<file path="src/rtl/mem_access_unit.sv">
// mem_access_unit
// Load/store unit sitting between the execute stage and a simple
// request/acknowledge memory port. It passes ALU results straight to
// writeback, and issues aligned byte/half/word loads and stores with a bus
// timeout. Misaligned accesses complete immediately with exc_align.
//
// Ports
//   clk, rst                       clock (rising edge), synchronous active-high reset
//   in_valid / in_ready            upstream operation handshake
//   in_op, in_wdata, in_waddr,     operation code, ALU result, destination register,
//   in_wr, in_addr, in_sdata       write request, byte address, store data
//   mem_req, mem_we, mem_addr,     memory request, direction, lane-aligned address,
//   mem_be, mem_wdata              byte enables, replicated store data
//   mem_ack, mem_rdata             memory completion and read data
//   wb_valid, wb_data, wb_addr,    one-cycle writeback pulse with data, register
//   wb_wr, exc_align, exc_bus      and write enable, plus exception flags
module mem_access_unit #(
    parameter int DATA_W  = 32,
    parameter int ADDR_W  = 32,
    parameter int RADDR_W = 5,
    parameter int TIMEOUT = 255
) (
    input  logic                  clk,
    input  logic                  rst,
    input  logic                  in_valid,
    output logic                  in_ready,
    input  logic [3:0]            in_op,
    input  logic [DATA_W-1:0]     in_wdata,
    input  logic [RADDR_W-1:0]    in_waddr,
    input  logic                  in_wr,
    input  logic [ADDR_W-1:0]     in_addr,
    input  logic [DATA_W-1:0]     in_sdata,
    output logic                  mem_req,
    output logic                  mem_we,
    output logic [ADDR_W-1:0]     mem_addr,
    output logic [DATA_W/8-1:0]   mem_be,
    output logic [DATA_W-1:0]     mem_wdata,
    input  logic                  mem_ack,
    input  logic [DATA_W-1:0]     mem_rdata,
    output logic                  wb_valid,
    output logic [DATA_W-1:0]     wb_data,
    output logic [RADDR_W-1:0]    wb_addr,
    output logic                  wb_wr,
    output logic                  exc_align,
    output logic                  exc_bus
);

    localparam int LANES  = DATA_W / 8;
    localparam int LANE_W = $clog2(LANES);

    localparam logic [1:0] SZ_B = 2'd0;
    localparam logic [1:0] SZ_H = 2'd1;
    localparam logic [1:0] SZ_W = 2'd2;

    typedef enum logic [0:0] {
        ST_IDLE   = 1'b0,
        ST_ACCESS = 1'b1
    } state_t;

    state_t                state_r, state_nxt_s;
    logic [15:0]           cnt_r, cnt_nxt_s;

    // decode of the incoming operation
    logic                  is_load_s, is_store_s, mem_op_s, sign_s, misalign_s;
    logic [1:0]            size_s;
    logic [LANE_W-1:0]     in_lane_s;
    logic [3:0]            be_base_s;
    logic [LANES-1:0]      be_s;
    logic [DATA_W-1:0]     rep_wdata_s;
    logic                  accept_s, issue_s, timeout_hit_s;

    // context of the access in flight
    logic [1:0]            size_r;
    logic                  sign_r, store_r, wr_r;
    logic [LANE_W-1:0]     lane_r;
    logic [RADDR_W-1:0]    waddr_r;

    // memory-side and writeback registers
    logic                  mem_req_r, mem_we_r;
    logic [ADDR_W-1:0]     mem_addr_r;
    logic [LANES-1:0]      mem_be_r;
    logic [DATA_W-1:0]     mem_wdata_r;
    logic                  wb_valid_r, wb_wr_r, exc_align_r, exc_bus_r;
    logic [DATA_W-1:0]     wb_data_r;
    logic [RADDR_W-1:0]    wb_addr_r;

    logic                  mem_req_nxt_s, wb_valid_nxt_s, wb_wr_nxt_s;
    logic                  exc_align_nxt_s, exc_bus_nxt_s;
    logic [DATA_W-1:0]     wb_data_nxt_s;
    logic [RADDR_W-1:0]    wb_addr_nxt_s;

    logic [DATA_W-1:0]     rdata_shift_s, load_data_s;

    assign in_ready      = (state_r == ST_IDLE) && !rst;
    assign accept_s      = in_valid && in_ready;
    assign mem_op_s      = is_load_s || is_store_s;
    assign issue_s       = accept_s && mem_op_s && !misalign_s;
    assign timeout_hit_s = (cnt_r == 16'(TIMEOUT - 1));
    assign in_lane_s     = in_addr[LANE_W-1:0];

    // Operation decode; unlisted codes behave as PASS.
    always_comb begin
        is_load_s  = 1'b0;
        is_store_s = 1'b0;
        size_s     = SZ_B;
        sign_s     = 1'b0;
        case (in_op)
            4'd1:    begin is_load_s  = 1'b1; size_s = SZ_B; sign_s = 1'b1; end
            4'd2:    begin is_load_s  = 1'b1; size_s = SZ_B; sign_s = 1'b0; end
            4'd3:    begin is_load_s  = 1'b1; size_s = SZ_H; sign_s = 1'b1; end
            4'd4:    begin is_load_s  = 1'b1; size_s = SZ_H; sign_s = 1'b0; end
            4'd5:    begin is_load_s  = 1'b1; size_s = SZ_W; sign_s = 1'b1; end
            4'd9:    begin is_store_s = 1'b1; size_s = SZ_B; end
            4'd10:   begin is_store_s = 1'b1; size_s = SZ_H; end
            4'd11:   begin is_store_s = 1'b1; size_s = SZ_W; end
            default: begin is_load_s  = 1'b0; is_store_s = 1'b0; end
        endcase
    end

    // Alignment check against the natural size of the access.
    always_comb begin
        if (size_s == SZ_H) begin
            misalign_s = in_addr[0];
        end else if (size_s == SZ_W) begin
            misalign_s = (in_addr[1:0] != 2'b00);
        end else begin
            misalign_s = 1'b0;
        end
    end

    // Byte-enable pattern at the lane and store data replicated over the bus.
    always_comb begin
        case (size_s)
            SZ_B: begin
                be_base_s   = 4'b0001;
                rep_wdata_s = {LANES{in_sdata[7:0]}};
            end
            SZ_H: begin
                be_base_s   = 4'b0011;
                rep_wdata_s = {(LANES/2){in_sdata[15:0]}};
            end
            default: begin
                be_base_s   = 4'b1111;
                rep_wdata_s = {(LANES/4){in_sdata[31:0]}};
            end
        endcase
        be_s = LANES'(be_base_s) << in_lane_s;
    end

    // Load data: bring the addressed lane down to bit 0, then extend.
    always_comb begin
        rdata_shift_s = mem_rdata >> {lane_r, 3'b000};
        case (size_r)
            SZ_B: begin
                if (sign_r) begin
                    load_data_s = {{(DATA_W-7){rdata_shift_s[7]}}, rdata_shift_s[6:0]};
                end else begin
                    load_data_s = {{(DATA_W-8){1'b0}}, rdata_shift_s[7:0]};
                end
            end
            SZ_H: begin
                if (sign_r) begin
                    load_data_s = {{(DATA_W-15){rdata_shift_s[15]}}, rdata_shift_s[14:0]};
                end else begin
                    load_data_s = {{(DATA_W-16){1'b0}}, rdata_shift_s[15:0]};
                end
            end
            default: begin
                // Word loads always sign-extend; on a 32-bit bus this is a pass-through.
                load_data_s = {{(DATA_W-31){rdata_shift_s[31]}}, rdata_shift_s[30:0]};
            end
        endcase
    end

    // FSM state register.
    always_ff @(posedge clk) begin
        if (rst) begin
            state_r <= ST_IDLE;
        end else begin
            state_r <= state_nxt_s;
        end
    end

    // FSM next state: only aligned memory ops leave IDLE; ack or timeout return.
    always_comb begin
        state_nxt_s = state_r;
        case (state_r)
            ST_IDLE: begin
                if (issue_s) begin
                    state_nxt_s = ST_ACCESS;
                end else begin
                    state_nxt_s = ST_IDLE;
                end
            end
            ST_ACCESS: begin
                if (mem_ack || timeout_hit_s) begin
                    state_nxt_s = ST_IDLE;
                end else begin
                    state_nxt_s = ST_ACCESS;
                end
            end
            default: state_nxt_s = ST_IDLE;
        endcase
    end

    // FSM outputs: next values of the request, counter and writeback registers.
    always_comb begin
        mem_req_nxt_s   = 1'b0;
        cnt_nxt_s       = cnt_r;
        wb_valid_nxt_s  = 1'b0;
        wb_data_nxt_s   = wb_data_r;
        wb_addr_nxt_s   = wb_addr_r;
        wb_wr_nxt_s     = 1'b0;
        exc_align_nxt_s = 1'b0;
        exc_bus_nxt_s   = 1'b0;
        case (state_r)
            ST_IDLE: begin
                if (accept_s && !mem_op_s) begin
                    wb_valid_nxt_s = 1'b1;
                    wb_data_nxt_s  = in_wdata;
                    wb_addr_nxt_s  = in_waddr;
                    wb_wr_nxt_s    = in_wr && (in_waddr != {RADDR_W{1'b0}});
                end else if (accept_s && misalign_s) begin
                    wb_valid_nxt_s  = 1'b1;
                    wb_data_nxt_s   = {DATA_W{1'b0}};
                    wb_addr_nxt_s   = in_waddr;
                    exc_align_nxt_s = 1'b1;
                end else if (issue_s) begin
                    mem_req_nxt_s = 1'b1;
                    cnt_nxt_s     = 16'd0;
                end else begin
                    mem_req_nxt_s = 1'b0;
                end
            end
            ST_ACCESS: begin
                if (mem_ack) begin
                    wb_valid_nxt_s = 1'b1;
                    wb_addr_nxt_s  = waddr_r;
                    if (store_r) begin
                        wb_data_nxt_s = {DATA_W{1'b0}};
                        wb_wr_nxt_s   = 1'b0;
                    end else begin
                        wb_data_nxt_s = load_data_s;
                        wb_wr_nxt_s   = wr_r && (waddr_r != {RADDR_W{1'b0}});
                    end
                end else if (timeout_hit_s) begin
                    wb_valid_nxt_s = 1'b1;
                    wb_addr_nxt_s  = waddr_r;
                    wb_data_nxt_s  = {DATA_W{1'b0}};
                    exc_bus_nxt_s  = 1'b1;
                end else begin
                    mem_req_nxt_s = 1'b1;
                    cnt_nxt_s     = cnt_r + 16'd1;
                end
            end
            default: mem_req_nxt_s = 1'b0;
        endcase
    end

    // Output and counter registers.
    always_ff @(posedge clk) begin
        if (rst) begin
            cnt_r       <= 16'd0;
            mem_req_r   <= 1'b0;
            wb_valid_r  <= 1'b0;
            wb_data_r   <= {DATA_W{1'b0}};
            wb_addr_r   <= {RADDR_W{1'b0}};
            wb_wr_r     <= 1'b0;
            exc_align_r <= 1'b0;
            exc_bus_r   <= 1'b0;
        end else begin
            cnt_r       <= cnt_nxt_s;
            mem_req_r   <= mem_req_nxt_s;
            wb_valid_r  <= wb_valid_nxt_s;
            wb_data_r   <= wb_data_nxt_s;
            wb_addr_r   <= wb_addr_nxt_s;
            wb_wr_r     <= wb_wr_nxt_s;
            exc_align_r <= exc_align_nxt_s;
            exc_bus_r   <= exc_bus_nxt_s;
        end
    end

    // Access context and bus fields: loaded at issue, held until the access ends.
    always_ff @(posedge clk) begin
        if (rst) begin
            mem_we_r    <= 1'b0;
            mem_addr_r  <= {ADDR_W{1'b0}};
            mem_be_r    <= {LANES{1'b0}};
            mem_wdata_r <= {DATA_W{1'b0}};
            size_r      <= SZ_B;
            sign_r      <= 1'b0;
            store_r     <= 1'b0;
            lane_r      <= {LANE_W{1'b0}};
            waddr_r     <= {RADDR_W{1'b0}};
            wr_r        <= 1'b0;
        end else if (issue_s) begin
            mem_we_r    <= is_store_s;
            mem_addr_r  <= {in_addr[ADDR_W-1:LANE_W], {LANE_W{1'b0}}};
            mem_be_r    <= be_s;
            mem_wdata_r <= rep_wdata_s;
            size_r      <= size_s;
            sign_r      <= sign_s;
            store_r     <= is_store_s;
            lane_r      <= in_lane_s;
            waddr_r     <= in_waddr;
            wr_r        <= in_wr;
        end else begin
            mem_we_r    <= mem_we_r;
            mem_addr_r  <= mem_addr_r;
            mem_be_r    <= mem_be_r;
            mem_wdata_r <= mem_wdata_r;
            size_r      <= size_r;
            sign_r      <= sign_r;
            store_r     <= store_r;
            lane_r      <= lane_r;
            waddr_r     <= waddr_r;
            wr_r        <= wr_r;
        end
    end

    assign mem_req   = mem_req_r;
    assign mem_we    = mem_we_r;
    assign mem_addr  = mem_addr_r;
    assign mem_be    = mem_be_r;
    assign mem_wdata = mem_wdata_r;
    assign wb_valid  = wb_valid_r;
    assign wb_data   = wb_data_r;
    assign wb_addr   = wb_addr_r;
    assign wb_wr     = wb_wr_r;
    assign exc_align = exc_align_r;
    assign exc_bus   = exc_bus_r;

endmodule

</file>
<file path="config.mk">
export PLATFORM = sky130hd
export DESIGN_NAME = mem_access_unit
export DESIGN_NICKNAME = d
export VERILOG_FILES = /design/src/rtl/mem_access_unit.sv
export SDC_FILE = /design/constraint.sdc
export NUM_CORES = 1
export LEC_CHECK = 0
export BUFFER_PORTS_ARGS = -buffer_cell sky130_fd_sc_hd__buf_2
export CAP_MARGIN = 20
export CORE_AREA = 2 2 126 128
export CTS_CLUSTER_SIZE = 16
export DETAILED_ROUTE_END_ITERATION = 10
export DIE_AREA = 0 0 128 130
export GPL_ROUTABILITY_DRIVEN = 0
export GPL_TIMING_DRIVEN = 0
export PLACE_DENSITY = 0.87
export SLEW_MARGIN = 20
export SYNTH_ARGS = -nofsm -noshare
export SYNTH_HDL_FRONTEND = slang
export SYNTH_SLANG_ARGS = --single-unit
</file>
<file path="constraint.sdc">
create_clock -name clk -period 1.89 [get_ports clk]
set_input_delay 0.378 -clock clk [delete_from_list [all_inputs] [get_ports clk]]
set_output_delay 0.378 -clock clk [all_outputs]
set_load 0.01 [all_outputs]
</file>
==> results.md, run 1 <==
- Status: complete, but fails checks
- Failing checks: setup timing
- Cell taking the most area after synthesis: dfxtp_1
- Pwr Total: 7.40 mW
- NumNets Final: 1218
- FMAX: 515 MHz
- Placement-stage worst setup slack: -0.604 ns
- Seq/Total Area, Yosys: 40.9%
- Post-synth top flop: dfxtp_1
- Crit path buf inv count: 3
- Hold Startpoint: in_addr[26]
- RSZ-0062 raised after global routing: yes
- PD cells: 773 nW/um^2
- Antenna-violating nets left: 0
- Post-Syn Instances: 780
- Final wirelength: 27.0 mm
- DRC violations left: 0
- Number of flops mapped to enable cells by yosys: 0
- Slew @ Worst Pin: 0.756 ns
- TritonRoute pass-1 iters: 5
- Setup Skew: 0.0128 ns
- Worst skew pair latency: 0.43 ns
- CORE AREA: 15400 sq um
- Antenna violations before repair: 2
- Worst-path cell chain: inv_2 -> ha_4 -> nor4b_4 -> nand4b_1 -> and2_4 -> buf_12 -> buf_12 -> o31ai_2 -> a21oi_1
- Synth warn: 0
- Yosys cell types: 70
- Worst VDD drop: 0.000612 V
- Root buffer cell: clkbuf_16
- Mean Syn Cell Area: 8.60 sq um
- Min Tclk post-route: 1.94 ns
- Largest net degree at the start of global routing: 17
- Via density: 6.11
- Fin worst setup slack: -0.0512 ns
- Worst path slowest cell: dfxtp_2
- Cell with the most instances after synthesis: dfxtp_1
- Multi-input gate area: 3940 sq um
- Clock Tree Buf Depth: 2
- Top delay family on crit path: simple AND/OR/NAND/NOR gates
- Storage cell area: 2760 sq um
- Synth top area share: 40.9%
- Ys async rst share: 0%
- Leakage: 4.03 nW
- Fraction of layout cells with a size suffix above 1: 40.8%
- Layout area overhead: 42.7%
- CP dominant cell by count: buf_12
- Fillcell total: 1300
- Setup Viol. Count Final: 7
- Via count: 7824
- Critical path's largest stage delay: 0.34 ns
- CTS Buf Count: 17
- Yosys reg bits: 137
- Crit share post-route: 103%
- Initial Utilization: 43.5%
- H-tree depth: 4
- Req. time, crit path: 2.16 ns
- Crit path kind: flop to flop
- CP endpoint kind: flop
- Number of global-route vias before repair: 7458
- Hold bufs inserted after CTS: 0
- Detailed Place HPWL: 19.0 mm
- Clk sink count: 137
- Clock slew at reported path FFs: 0.07 ns
- GRT overflow: 0
- Commonest cells post-synth: dfxtp_1, a21oi_1, nand3_1, o21ai_0, nand2_1
- Worst Path Max Fanout: 6
- Ranking of synthesized cells by area: dfxtp_1, a21oi_1, nand3_1, o21ai_0, a221oi_1
- Final hold vios: 0
- Wire per inst: 21.1 um
- Startpoint Class: flop
- Iteration-0 DRC Markers: 767
- Post-synthesis cell area: 6710 sq um
- CTS tree: done
- Reg-to-reg startpoint: cnt_r[0]
- Max_cap viols: 0
- Worst Setup SP: cnt_r[0]
- Die height: 130 um
- Rows: 46
- Worst min-delay path category: input port to flop
- Worst path arrival time: 2.22 ns
- Die ar.: 16600 sq um
- Chip width: 128 um
- IO buf count: 248
- IO Pins: 254
- Slew Viols, Final: 0
- Global-route wire length before repair: 39.7 mm
- Slew margin rel.: 49.4%
- Gr usage total: 30.8%
-- worst min-delay path, cell delays in order --
cell and delay (ns):
buf_2 0.09, o21ai_0 0.06, a21oi_1 0.06
-- repair_timing --
action | 4_1_cts | 5_1_grt
gates cloned | 1 | 3
setup buffers | 13 | 14
pin swaps | 14 | 33
resized for setup | 48 | 98
endpoints found under the setup margin | 130 | 132
-- where the power goes --
part	switching [mW]	total (mW)	internal (mW)
Combinational	0.671	1.16	0.486
Clock	1.44	3.17	1.73
Sequential	0.0699	3.07	3.00
Total	2.18	7.40	5.21
-- worst paths after layout --
kind / cells after the start / endpoint / slack [ns]
hold / removal: 3 / mem_addr[26] / 0.20
setup reg to reg: 9 / wb_data[5] / -0.05
hold reg to reg: 1 / wb_data[10] / 0.46
setup / recovery: 9 / wb_data[5] / -0.05
-- area by class of cell --
cell class                 instances  share of cell area (%)
inverter                          14                   0.549
multi-input combinational        550                    41.2
sequential                       137                    28.8
timing repair buffer             278                    16.1
clock buffer                      17                    4.45
clock inverter                    15                    1.44
antenna                            2                  0.0523
buffer                            76                    4.88
tap                              192                    2.51
-- registers in the layout, summed over array words and instances, names as in the netlist --
register   cells
cnt_r         16
exc_align      1
exc_bus        1
lane_r         2
mem_addr      30
mem_be         4
mem_req        1
mem_wdata     32
mem_we         1
sign_r         1
size_r         2
state_r        1
waddr_r        5
wb_addr        5
wb_data       32
wb_valid       1
wb_wr          1
wr_r           1
-- cells by family (layout without fill, tap and decap cells) --
group | Yosys count | in the layout | share of synthesized area [%]
AOI/OAI and AO/OA | 324 | 324 | 32.9
and+or+nand+nor | 204 | 204 | 16.3
DFF | 137 | 137 | 40.9
buffers and inverters | 94 | 400 | 6.42
muxes | 17 | 17 | 2.95
adders and majority gates | 2 | 2 | 0.373
other | 1 | 4 | 0.0559
xor gates and xnor gates | 1 | 1 | 0.131
-- stage by stage --
stage | instances | hold WS, ns | TNS, ns | utilization [%] | area (sq um)
CTS | 1263 | 0.200 | -0.0183 | 58.6 | 9040
global placement | 1221 | 0.442 | -54.47 | 53.1 | 8200
detailed placement | 1221 | 0.444 | -60.59 | 53.1 | 8200
finish | 1281 | 0.203 | -0.110 | 62.0 | 9570
global route | 1281 | 0.202 | -1.62 | 62.0 | 9570
floorplan | 781 | 0.439 | 0 | - | 6720
-- cell usage in the layout, fill, tap and decap left out, types with 12 or more instances in the layout --
cell       count
buf_2        267
dfxtp_1      129
a21oi_1       93
o21ai_0       58
nand3_1       56
nand2_1       48
buf_4         25
o2bb2ai_1     23
clkbuf_1      22
o31ai_1       19
clkbuf_16     18
nor3_1        16
clkbuf_2      14
inv_1         13
nor2b_1       13
a211o_1       13
a311oi_1      13
buf_6         13
a221oi_2      12
a221oi_1      12
-- routing by layer --
metal  up-vias  GRT usage (%)  part of all wire, %
met1      3679           36.8                   38
met2       500           50.4                   48
met3        70           8.82                   10
li1       3575              -                    -
met5         -              0                    0
met4         0           16.9                  3.2
(Power assumes the default switching activity.)
==> run 2, diff against run 1 <==
--- a/config.mk
+++ b/config.mk
@@ -7,13 +7,13 @@
 export LEC_CHECK = 0
 export BUFFER_PORTS_ARGS = -buffer_cell sky130_fd_sc_hd__buf_2
 export CAP_MARGIN = 20
-export CORE_AREA = 2 2 126 128
+export CORE_AREA = 2 2 153 155
 export CTS_CLUSTER_SIZE = 16
 export DETAILED_ROUTE_END_ITERATION = 10
-export DIE_AREA = 0 0 128 130
+export DIE_AREA = 0 0 155 157
 export GPL_ROUTABILITY_DRIVEN = 0
 export GPL_TIMING_DRIVEN = 0
-export PLACE_DENSITY = 0.87
+export PLACE_DENSITY = 0.66
 export SLEW_MARGIN = 20
 export SYNTH_ARGS = -nofsm -noshare
 export SYNTH_HDL_FRONTEND = slang
==> results.md, run 2 (synthesized netlist as in run 1, its figures left out) <==
- Status: complete, but fails checks
- Failing checks: setup timing
- Leakage: 4.09 nW
- Global-route wire length before repair: 42.9 mm
- Die height: 157 um
- Non-Filler Instances: 1373
- Largest net degree at the start of global routing: 17
- Slew margin rel.: 42.5%
- Pwr Total: 7.98 mW
- H-tree depth: 4
- Hold Startpoint: in_addr[22]
- DRC violations left: 0
- Commonest non-fill, non-tap cell in the layout: buf_2
- CP endpoint kind: flop
- Worst Path Max Fanout: 5
- IO buf count: 248
- Top delay family on crit path: simple AND/OR/NAND/NOR gates
- Wire per inst: 21.1 um
- Fin worst setup slack: -0.0326 ns
- Worst Setup SP: cnt_r[0]
- Via density: 5.67
- Iteration-0 DRC Markers: 690
- Req. time, crit path: 2.22 ns
- Clk sink count: 137
- Via count: 7780
- Worst min-delay path category: input port to flop
- Worst VDD drop: 0.000576 V
- RSZ-0062 raised after global routing: yes
- Worst skew pair latency: 0.44 ns
- Slew Viols, Final: 0
- Final hold vios: 0
- Chip width: 155 um
- NumNets Final: 1218
- Gr usage total: 23.0%
- CORE AREA: 22500 sq um
- TritonRoute pass-1 iters: 6
- Number of global-route vias before repair: 7387
- Clock slew at reported path FFs: 0.07 ns
- Layout area overhead: 46.3%
- FMAX: 520 MHz
- Max_cap viols: 0
- Worst path arrival time: 2.25 ns
- Fraction of layout cells with a size suffix above 1: 40.8%
- Placement-stage worst setup slack: -0.723 ns
- Initial Utilization: 29.8%
- Setup TNS: -0.0577 ns
- Antenna violations before repair: 1
- Crit share post-route: 102%
- Antenna-violating nets left: 0
- Die ar.: 24300 sq um
- Crit path buf inv count: 2
- Rows: 55
- Crit path kind: flop to flop
- CTS Buf Count: 17
- Setup Skew: 0.0120 ns
- Clock Tree Buf Depth: 2
- Worst-path cell chain: inv_2 -> ha_4 -> nor4b_4 -> nand4b_1 -> and2_4 -> buf_2 -> a41oi_1 -> a311oi_2
- Startpoint Class: flop
- IO Pins: 254
- Reg-to-reg startpoint: cnt_r[0]
- Final wirelength: 29.0 mm
- Commonest cells after routing, fill and taps aside: buf_2, dfxtp_1, a21oi_1
- Critical path's largest stage delay: 0.36 ns
- Root buffer cell: clkbuf_16
- PD cells: 813 nW/um^2
- GRT overflow: 0
- Detailed Place HPWL: 21.0 mm
- CTS tree: done
- Worst path slowest cell: dfxtp_2
- Slew @ Worst Pin: 0.863 ns
- Cell Count Post-Placement: 1314
- Min Tclk post-route: 1.92 ns
- Setup Viol. Count Final: 4
run 2: what timing repair did:
item	4_1_cts	5_1_grt
gates resized for setup	64	92
buffers inserted	13	16
setup endpoints to repair	127	127
cloned	2	1
hold buffers	0	0
pin swaps	18	26
run 2: metal layers:
metal	vias up	GRT usage, %	routed length (um)
met1	3681	29.6	12000
met5	-	0	0
met4	0	7.36	648
li1	3586	-	-
met2	457	37.6	13600
met3	56	5.95	2830
run 2: per-stage QoR:
stage | util, % | instance area (sq um) | hold WS [ns]
global route | 43.6 | 9810 | 0.194
CTS | 41.6 | 9370 | 0.187
detailed placement | 36.9 | 8310 | 0.444
global placement | 36.9 | 8310 | 0.441
floorplan | - | 6720 | 0.439
finish | 43.6 | 9810 | 0.201
run 2: power breakdown:
part           leakage (nW)  internal [mW]  total (mW)  switching, mW
logic                  2.66          0.483        1.17          0.684
registers              1.11           3.00        3.06         0.0661
clock network         0.313           2.29        3.75           1.46
run 2: final timing paths:
kind | to | cells past startpoint | slack [ns]
worst max-delay path | cnt_r[12] | 8 | -0.03
worst min-delay path | mem_addr[22] | 3 | 0.20
worst max register to register | cnt_r[12] | 8 | -0.03
worst min register to register | wb_data[31] | 1 | 0.46
run 2: worst register-to-register path, delay by kind of cell (launching register included):
| family | cells | cell delay [ns] |
|---|---|---|
| and+or+nand+nor | 3 | 0.54 |
| AOI/OAI and AO/OA | 2 | 0.51 |
| DFF | 1 | 0.36 |
| buffers and inverters | 2 | 0.26 |
| adders and majority gates | 1 | 0.15 |
run 2: cell type report:
type	count	area (sq um)
multi-input cells	550	3960
clock buffers	19	443
inverters	14	52.6
diodes	1	2.50
well taps	285	357
fillers	2251	12700
flip-flops and latches	137	2750
repair buffers	279	1550
clock inverters	13	203
plain buffers	75	499
